`src/rtl/muldiv_seq_pkg.sv`:
```
// Shared constants for the sequential multiply/divide unit: opcode and funct7
// that identify an M-extension instruction, funct3 operation encodings, and
// the controller state encoding.
package muldiv_seq_pkg;

    localparam logic [6:0] MD_OPCODE = 7'b0110011;
    localparam logic [6:0] MD_FUNCT7 = 7'b0000001;

    localparam logic [2:0] MD_MUL    = 3'b000;
    localparam logic [2:0] MD_MULH   = 3'b001;
    localparam logic [2:0] MD_MULHSU = 3'b010;
    localparam logic [2:0] MD_MULHU  = 3'b011;
    localparam logic [2:0] MD_DIV    = 3'b100;
    localparam logic [2:0] MD_DIVU   = 3'b101;
    localparam logic [2:0] MD_REM    = 3'b110;
    localparam logic [2:0] MD_REMU   = 3'b111;

    typedef enum logic [1:0] {
        ST_IDLE = 2'd0,
        ST_MUL  = 2'd1,
        ST_DIV  = 2'd2,
        ST_DONE = 2'd3
    } md_state_e;

    // True when the instruction word is a register-register M-extension op.
    function automatic logic is_md_instr(input logic [31:0] instr);
        return (instr[6:0] == MD_OPCODE) && (instr[31:25] == MD_FUNCT7);
    endfunction

endpackage

```
`src/rtl/md_div_core.sv`:
```
// Unsigned restoring divider. A load pulse captures dividend/divisor
// magnitudes; XLEN iterations follow, one quotient bit per clock. count_done
// stays high once all bits are produced, until the next load or reset.
module md_div_core #(
    parameter int XLEN = 32
) (
    input  logic            clk,
    input  logic            rst,
    input  logic            load,
    input  logic [XLEN-1:0] dividend,
    input  logic [XLEN-1:0] divisor,
    output logic [XLEN-1:0] quotient,
    output logic [XLEN-1:0] remainder,
    output logic            count_done
);

    localparam int CW = $clog2(XLEN + 1);

    logic [XLEN-1:0] quo_reg;
    logic [XLEN-1:0] rem_reg;
    logic [XLEN-1:0] dvs_reg;
    logic [CW-1:0]   cnt_reg;
    logic            active_reg;

    logic [XLEN:0]   shifted;
    logic [XLEN:0]   diff;

    // Trial subtraction: partial remainder shifted left with the next dividend bit.
    always_comb begin
        shifted = {rem_reg, quo_reg[XLEN-1]};
        diff    = shifted - {1'b0, dvs_reg};
    end

    // One restoring step per clock while bits remain.
    always_ff @(posedge clk) begin
        if (rst) begin
            quo_reg    <= '0;
            rem_reg    <= '0;
            dvs_reg    <= '0;
            cnt_reg    <= '0;
            active_reg <= 1'b0;
        end else if (load) begin
            quo_reg    <= dividend;
            rem_reg    <= '0;
            dvs_reg    <= divisor;
            cnt_reg    <= '0;
            active_reg <= 1'b1;
        end else if (active_reg && (cnt_reg != CW'(XLEN))) begin
            // Borrow out of the top bit means the trial went negative: restore.
            if (!diff[XLEN]) begin
                rem_reg <= diff[XLEN-1:0];
                quo_reg <= {quo_reg[XLEN-2:0], 1'b1};
            end else begin
                rem_reg <= shifted[XLEN-1:0];
                quo_reg <= {quo_reg[XLEN-2:0], 1'b0};
            end
            cnt_reg <= cnt_reg + CW'(1);
        end
    end

    assign quotient   = quo_reg;
    assign remainder  = rem_reg;
    assign count_done = active_reg && (cnt_reg == CW'(XLEN));

endmodule

```
`src/rtl/muldiv_seq.sv`:
```
// Sequential RISC-V M-extension multiply/divide unit.
// Multiply is iterative shift-add on operand magnitudes with a sign fix-up on
// entry to DONE; divide uses the md_div_core restoring divider. Divide by zero
// and signed overflow skip iteration and finish one cycle after accept.
// Build option: define MULDIV_FAST_MUL_EN to replace the iterative multiply
// with a single-cycle array product (MUL state lasts one cycle).
module muldiv_seq
    import muldiv_seq_pkg::*;
#(
    parameter int XLEN = 32
) (
    input  logic            clk,
    input  logic            rst,
    input  logic            start,
    input  logic            kill,
    input  logic [31:0]     instr,
    input  logic [XLEN-1:0] op_a,
    input  logic [XLEN-1:0] op_b,
    output logic            md_req,
    output logic            busy,
    output logic            done,
    output logic [XLEN-1:0] result
);

    localparam int              CW       = $clog2(XLEN + 1);
    localparam logic [XLEN-1:0] MIN_NEG  = {1'b1, {(XLEN-1){1'b0}}};
    localparam logic [XLEN-1:0] ALL_ONES = '1;

    md_state_e         state_reg;
    logic [2:0]        f3_reg;
    logic              neg_q_reg;
    logic              neg_r_reg;
    logic [2*XLEN-1:0] mcand_reg;
    logic [XLEN-1:0]   mplier_reg;
    logic [2*XLEN-1:0] prod_reg;
    logic [CW-1:0]     count_reg;
    logic [XLEN-1:0]   result_reg;
    logic              busy_reg;
    logic              done_reg;

    logic [2:0]        f3_in;
    logic              accept;
    logic              a_signed_in;
    logic              b_signed_in;
    logic              a_neg_in;
    logic              b_neg_in;
    logic [XLEN-1:0]   a_mag_in;
    logic [XLEN-1:0]   b_mag_in;
    logic              div_zero_in;
    logic              div_ovf_in;
    logic              div_special_in;
    logic [XLEN-1:0]   special_res_in;
    logic              div_load;

    logic [XLEN-1:0]   div_quo;
    logic [XLEN-1:0]   div_rem;
    logic              div_count_done;

    logic [2*XLEN-1:0] mul_full;
    logic              mul_last;
    logic [2*XLEN-1:0] mul_signed;
    logic [XLEN-1:0]   mul_res;
    logic [XLEN-1:0]   div_res;

    // Register-specifier and rd fields are not needed by this unit.
    logic unused_instr_bits;
    assign unused_instr_bits = ^{instr[24:15], instr[11:7]};

    assign md_req = is_md_instr(instr);
    assign f3_in  = instr[14:12];
    assign accept = (state_reg == ST_IDLE) && start && md_req && !kill;

    // Operand sign handling and the early-exit divide cases, decided at accept.
    always_comb begin
        // Divides: signed unless funct3[0]. Multiplies: MULHU is u*u, MULHSU has unsigned b.
        a_signed_in    = f3_in[2] ? !f3_in[0] : (f3_in[1:0] != 2'b11);
        b_signed_in    = f3_in[2] ? !f3_in[0] : !f3_in[1];
        a_neg_in       = a_signed_in && op_a[XLEN-1];
        b_neg_in       = b_signed_in && op_b[XLEN-1];
        a_mag_in       = a_neg_in ? -op_a : op_a;
        b_mag_in       = b_neg_in ? -op_b : op_b;
        div_zero_in    = (op_b == '0);
        div_ovf_in     = !f3_in[0] && (op_a == MIN_NEG) && (op_b == ALL_ONES);
        div_special_in = f3_in[2] && (div_zero_in || div_ovf_in);
        special_res_in = '0;
        if (div_zero_in) begin
            special_res_in = f3_in[1] ? op_a : ALL_ONES;
        end else begin
            special_res_in = f3_in[1] ? '0 : op_a;
        end
    end

    assign div_load = accept && f3_in[2] && !div_special_in;

    md_div_core #(
        .XLEN (XLEN)
    ) u_div (
        .clk        (clk),
        .rst        (rst),
        .load       (div_load),
        .dividend   (a_mag_in),
        .divisor    (b_mag_in),
        .quotient   (div_quo),
        .remainder  (div_rem),
        .count_done (div_count_done)
    );

`ifdef MULDIV_FAST_MUL_EN
    assign mul_full = {{XLEN{1'b0}}, mcand_reg[XLEN-1:0]} * {{XLEN{1'b0}}, mplier_reg};
    assign mul_last = 1'b1;
`else
    assign mul_full = prod_reg;
    assign mul_last = (count_reg == CW'(XLEN));
`endif

    // Sign fix-up and result selection for the DONE entry cycle.
    always_comb begin
        mul_signed = neg_q_reg ? -mul_full : mul_full;
        mul_res    = (f3_reg == MD_MUL) ? mul_signed[XLEN-1:0] : mul_signed[2*XLEN-1:XLEN];
        if (f3_reg[1]) begin
            div_res = neg_r_reg ? -div_rem : div_rem;
        end else begin
            div_res = neg_q_reg ? -div_quo : div_quo;
        end
    end

    // Controller with registered busy/done/result and the multiply datapath.
    always_ff @(posedge clk) begin
        if (rst) begin
            state_reg  <= ST_IDLE;
            f3_reg     <= '0;
            neg_q_reg  <= 1'b0;
            neg_r_reg  <= 1'b0;
            mcand_reg  <= '0;
            mplier_reg <= '0;
            prod_reg   <= '0;
            count_reg  <= '0;
            result_reg <= '0;
            busy_reg   <= 1'b0;
            done_reg   <= 1'b0;
        end else if (kill) begin
            state_reg <= ST_IDLE;
            busy_reg  <= 1'b0;
            done_reg  <= 1'b0;
        end else begin
            case (state_reg)
                ST_IDLE: begin
                    if (accept) begin
                        f3_reg    <= f3_in;
                        neg_q_reg <= a_neg_in ^ b_neg_in;
                        neg_r_reg <= a_neg_in;
                        busy_reg  <= 1'b1;
                        if (!f3_in[2]) begin
                            state_reg  <= ST_MUL;
                            mcand_reg  <= {{XLEN{1'b0}}, a_mag_in};
                            mplier_reg <= b_mag_in;
                            prod_reg   <= '0;
                            count_reg  <= '0;
                        end else if (div_special_in) begin
                            state_reg  <= ST_DONE;
                            result_reg <= special_res_in;
                            done_reg   <= 1'b1;
                        end else begin
                            state_reg <= ST_DIV;
                        end
                    end
                end
                ST_MUL: begin
                    if (mul_last) begin
                        state_reg  <= ST_DONE;
                        result_reg <= mul_res;
                        done_reg   <= 1'b1;
                    end else begin
                        if (mplier_reg[0]) begin
                            prod_reg <= prod_reg + mcand_reg;
                        end
                        mcand_reg  <= mcand_reg << 1;
                        mplier_reg <= mplier_reg >> 1;
                        count_reg  <= count_reg + CW'(1);
                    end
                end
                ST_DIV: begin
                    if (div_count_done) begin
                        state_reg  <= ST_DONE;
                        result_reg <= div_res;
                        done_reg   <= 1'b1;
                    end
                end
                ST_DONE: begin
                    state_reg <= ST_IDLE;
                    busy_reg  <= 1'b0;
                    done_reg  <= 1'b0;
                end
                default: begin
                    state_reg <= ST_IDLE;
                    busy_reg  <= 1'b0;
                    done_reg  <= 1'b0;
                end
            endcase
        end
    end

    assign busy   = busy_reg;
    assign done   = done_reg;
    assign result = result_reg;

endmodule

```
`config.mk`:
```
export PLATFORM = sky130hd
export DESIGN_NAME = muldiv_seq
export DESIGN_NICKNAME = d
export VERILOG_FILES = /design/src/rtl/muldiv_seq_pkg.sv /design/src/rtl/md_div_core.sv /design/src/rtl/muldiv_seq.sv
export SDC_FILE = /design/constraint.sdc
export NUM_CORES = 1
export LEC_CHECK = 0
export CAP_MARGIN = 20
export CORE_ASPECT_RATIO = 1.75
export CORE_MARGIN = 5
export CORE_UTILIZATION = 50
export CTS_BUF_LIST = sky130_fd_sc_hd__clkbuf_16
export CTS_CLUSTER_SIZE = 8
export DETAILED_ROUTE_END_ITERATION = 8
export PLACE_DENSITY = 0.79
export SYNTH_ARGS = -nofsm -noshare
export SYNTH_HDL_FRONTEND = slang
export SYNTH_SLANG_ARGS = --single-unit
export TNS_END_PERCENT = 100
```
`constraint.sdc`:
```
create_clock -name clk -period 6.1 [get_ports clk]
set_input_delay 0.61 -clock clk [delete_from_list [all_inputs] [get_ports clk]]
set_output_delay 0.61 -clock clk [all_outputs]
set_load 0.05 [all_outputs]
```
==> metrics.md <==
| Metric | Value |
|---|---|
| Final hold violation count | 0 |
| Post_cts resized | 0 |
| Register area | 6210 sq um |
| Status | complete, no violations |
| Commonest cells after routing, fill and taps aside | nand2_1, nor2_1, dfxtp_1 |
| PortBufs | about 120 |
| Ports | 135 |
| WL final | between 80 and 90 mm |
| Number of buffers added for setup after CTS | 0 |
| Ranking of synthesized cells by area | dfxtp_1, nand2_1, a21oi_1 |
| Core Area | 45100 sq um |
| Final slew viol count | 0 |
| Power Dens Cells | around 180 nW/um^2 |
| First-pass GRT wire length | 124 mm |
| Total negative slack | 0 ns |
| Area of the multi-input gates | 15600 sq um |
| Slack of the worst reg-to-reg path | 1.58 ns |
| Clock transition at the registers of the reported paths | 0.05 ns |
| Die area | 50100 sq um |
| Largest net degree at the start of global routing | between 100 and 150 |
| Nets | 3341 |
| Crit-path max FO | 6 |
| Max rail drop VDD | 188 uV |
| Syn avg cell area | 7.29 sq um |
| First drt pass iteration count | 6 |
| M1 WL | 27.2 mm |
| Die X-Extent | 171 um |
| CP cell instances | ha_1 > nand2_1 > o21ai_0 > o21ai_0 > o21ai_0 > a21oi_1 > o41ai_1 > a21oi_1 > a31oi_1 > xnor2_1 > mux2i_1 > a21oi_1 |
| Final instance area | ~25000 sq um |
| Pleak | a little under 10 nW |
| Highest Clock Rate | 0.221 GHz |
| Initial antenna violation count | 4 |
| Post-synth EDFFs | 0 |
| Flops & latches, synth | 310 |
| Metal3 WL | 5.42 mm |
| Synth async-reset ratio | 0% |
| Num rows | 103 |
| Distinct cells, synth | 82 |
| Fill count | 4254 |
| Worst path required time | ~6.5 ns |
| Hpwl dp | 60.4 mm |
| Crit path DAT | 4.92 ns |
| Detailed-route vias per instance | 6.28 |
| Worst Setup Start Kind | flop |
| Drc violations | 0 |
| Cell family contributing the most delay on the critical path | compound AO/OA/AOI/OAI gates |
| RSZ-0062 raised after global routing | false |
| Final WS setup | 1.58 ns |
| Detail Route Antenna Nets | 0 |
| WP buf/inv | 0 |
| CTS Root Cell | clkbuf_16 |
| Slowest stage delay, CP | 0.94 ns |
| Total CTS buffers | 44 |
| Clock sinks | 310 |
| Die Y | 292 um |
| Deepest clock path buffer count | 3 |
| Dpl cell area | approximately 24000 sq um |
| Layout cells sized above 1 | 4.41% |
| Net Count, Synth | 3336 |
| Register area share after synthesis | 27.3% |
| Max layer used | met5 |
| Worst setup EP type | flop |
| WL met2 | 39.3 mm |
| Drt wl/cell | 21.6 um |
| CP max-delay cell | o41ai_1 |
| Clock skew | ~0.022 ns |
| GRT Total Usage | approximately 31% |
| Max_cap viols | 0 |
| Final period util | between 70% and 80% |
| Pre-CTS WS | 1.52 ns |
| Most used DFF post-synth | dfxtp_1 |
| Via count | 23300 |
| Cell taking the most area after synthesis | dfxtp_1 |
| Synth warn | 0 |
| Vias in the first global route | 22300 |
| H-tree depth | 2 |
| Most common cell after layout, fill and taps aside | nand2_1 |
| Post-Syn Area | 22800 sq um |
| Final setup vio count | 0 |
| Starting DRC count in detailed routing | 2001 |
| Setup CP Type | reg2reg |
| Worst-margin pin slew | 1.22 ns |
| Starting density of the core | 50.5% |
| Placer Congestion | 1.03 |
| Area delta synth->final | 11.9% |
| Final min period | 4.52 ns |
| Path type of the worst min-delay path | reg2reg |
| Syn Inst Count | about 3100 |
| Post-CTS Hold Fix Bufs | 0 |
| TritonCTS clock tree | built |
| Grt ovf | 0 |
| Synth top area share | 27.3% |
| Clock Latency Late Sink | 0.56 ns |
| Slew margin rel. | 18.3% |
==> power breakdown <==
| group | total, mW | internal (mW) | switching, mW |
|---|---|---|---|
| Combinational | 0.306 | 0.106 | 0.200 |
| Clock | 2.18 | 1.26 | 0.918 |
| Sequential | 2.03 | 2.03 | 0.0000138 |
| Total | 4.52 | 3.40 | 1.12 |
==> metal layers <==
metal  GRT usage (%)  vias up
li1                -    11100
met1            31.7    10900
met2            54.1      964
met3            5.81      354
met4            25.6        4
met5               0        -
==> synth_stat cells, types with 20 or more instances <==
cell and number:
a211oi_1 72, ha_1 109, and3_1 20, a22oi_1 22, a21oi_1 291, dfxtp_1 310
o21ai_1 37, a31oi_1 20, xnor2_1 135, nand4_1 37, nor3_1 43, inv_1 81
o211ai_1 49, o21ai_0 181, o41ai_1 26, a21o_1 67, nor2_1 317, nand2_1 517
nand3_1 48, o31ai_1 44, clkbuf_1 182, nand2b_1 35, mux2i_1 47, a311oi_1 39
xor2_1 136
==> worst register-to-register path, cell delays in order, from the launching register on <==
cell     delay (ns)
dfxtp_1        0.38
ha_1           0.39
nand2_1        0.07
o21ai_0        0.35
o21ai_0        0.27
o21ai_0        0.58
a21oi_1        0.33
o41ai_1        0.94
a21oi_1        0.29
a31oi_1        0.32
xnor2_1        0.17
mux2i_1        0.21
a21oi_1        0.08
==> kinds of logic (layout without fill, tap and decap cells) <==
kind of cell | Yosys count | after routing | synth area share [%]
simple gates | 1146 | 1146 | 22.6
flops | 310 | 310 | 27.3
buf+inv | 285 | 292 | 4.80
fa+ha+maj | 111 | 111 | 6.17
mux | 48 | 48 | 2.12
xor+xnor | 271 | 271 | 10.4
other cells | 0 | 4 | 0
compound gates | 954 | 954 | 26.6
==> worst paths after layout <==
path | startpoint | to | cells past startpoint
worst max-delay path | mul_full[3]$_SDFFE_PP0P_ | mul_full[63]$_SDFFE_PP0P_ | 12
worst min-delay path | mplier_reg[21]$_SDFFE_PP0P_ | mplier_reg[21]$_SDFFE_PP0P_ | 2
worst max register to register | mul_full[3]$_SDFFE_PP0P_ | mul_full[63]$_SDFFE_PP0P_ | 12
worst min register to register | mplier_reg[21]$_SDFFE_PP0P_ | mplier_reg[21]$_SDFFE_PP0P_ | 2
==> per-stage QoR <==
stage                     utilization, %  total power [mW]  std cells  hold WS, ns
after floorplan                        -              2.21       3125        0.427
final                               56.5              4.52       3713        0.452
after detailed placement            53.9              2.36       3659        0.442
after global routing                56.5              4.63       3709        0.467
after global placement              53.9              2.36       3659        0.434
after CTS                           56.4              4.53       3707        0.448
==> final cells by class <==
| class | count | share of cell area, % |
|---|---|---|
| multi-input combinational | 2530 | 61.1 |
| sequential | 310 | 24.4 |
| timing repair buffer | 163 | 6.06 |
| clock buffer | 44 | 4.32 |
| tap | 577 | 2.83 |
| inverter | 81 | 1.19 |
| clock inverter | 4 | 0.128 |
| antenna | 4 | 0.0393 |
No activity file was read; power rests on OpenSTA's default activity.
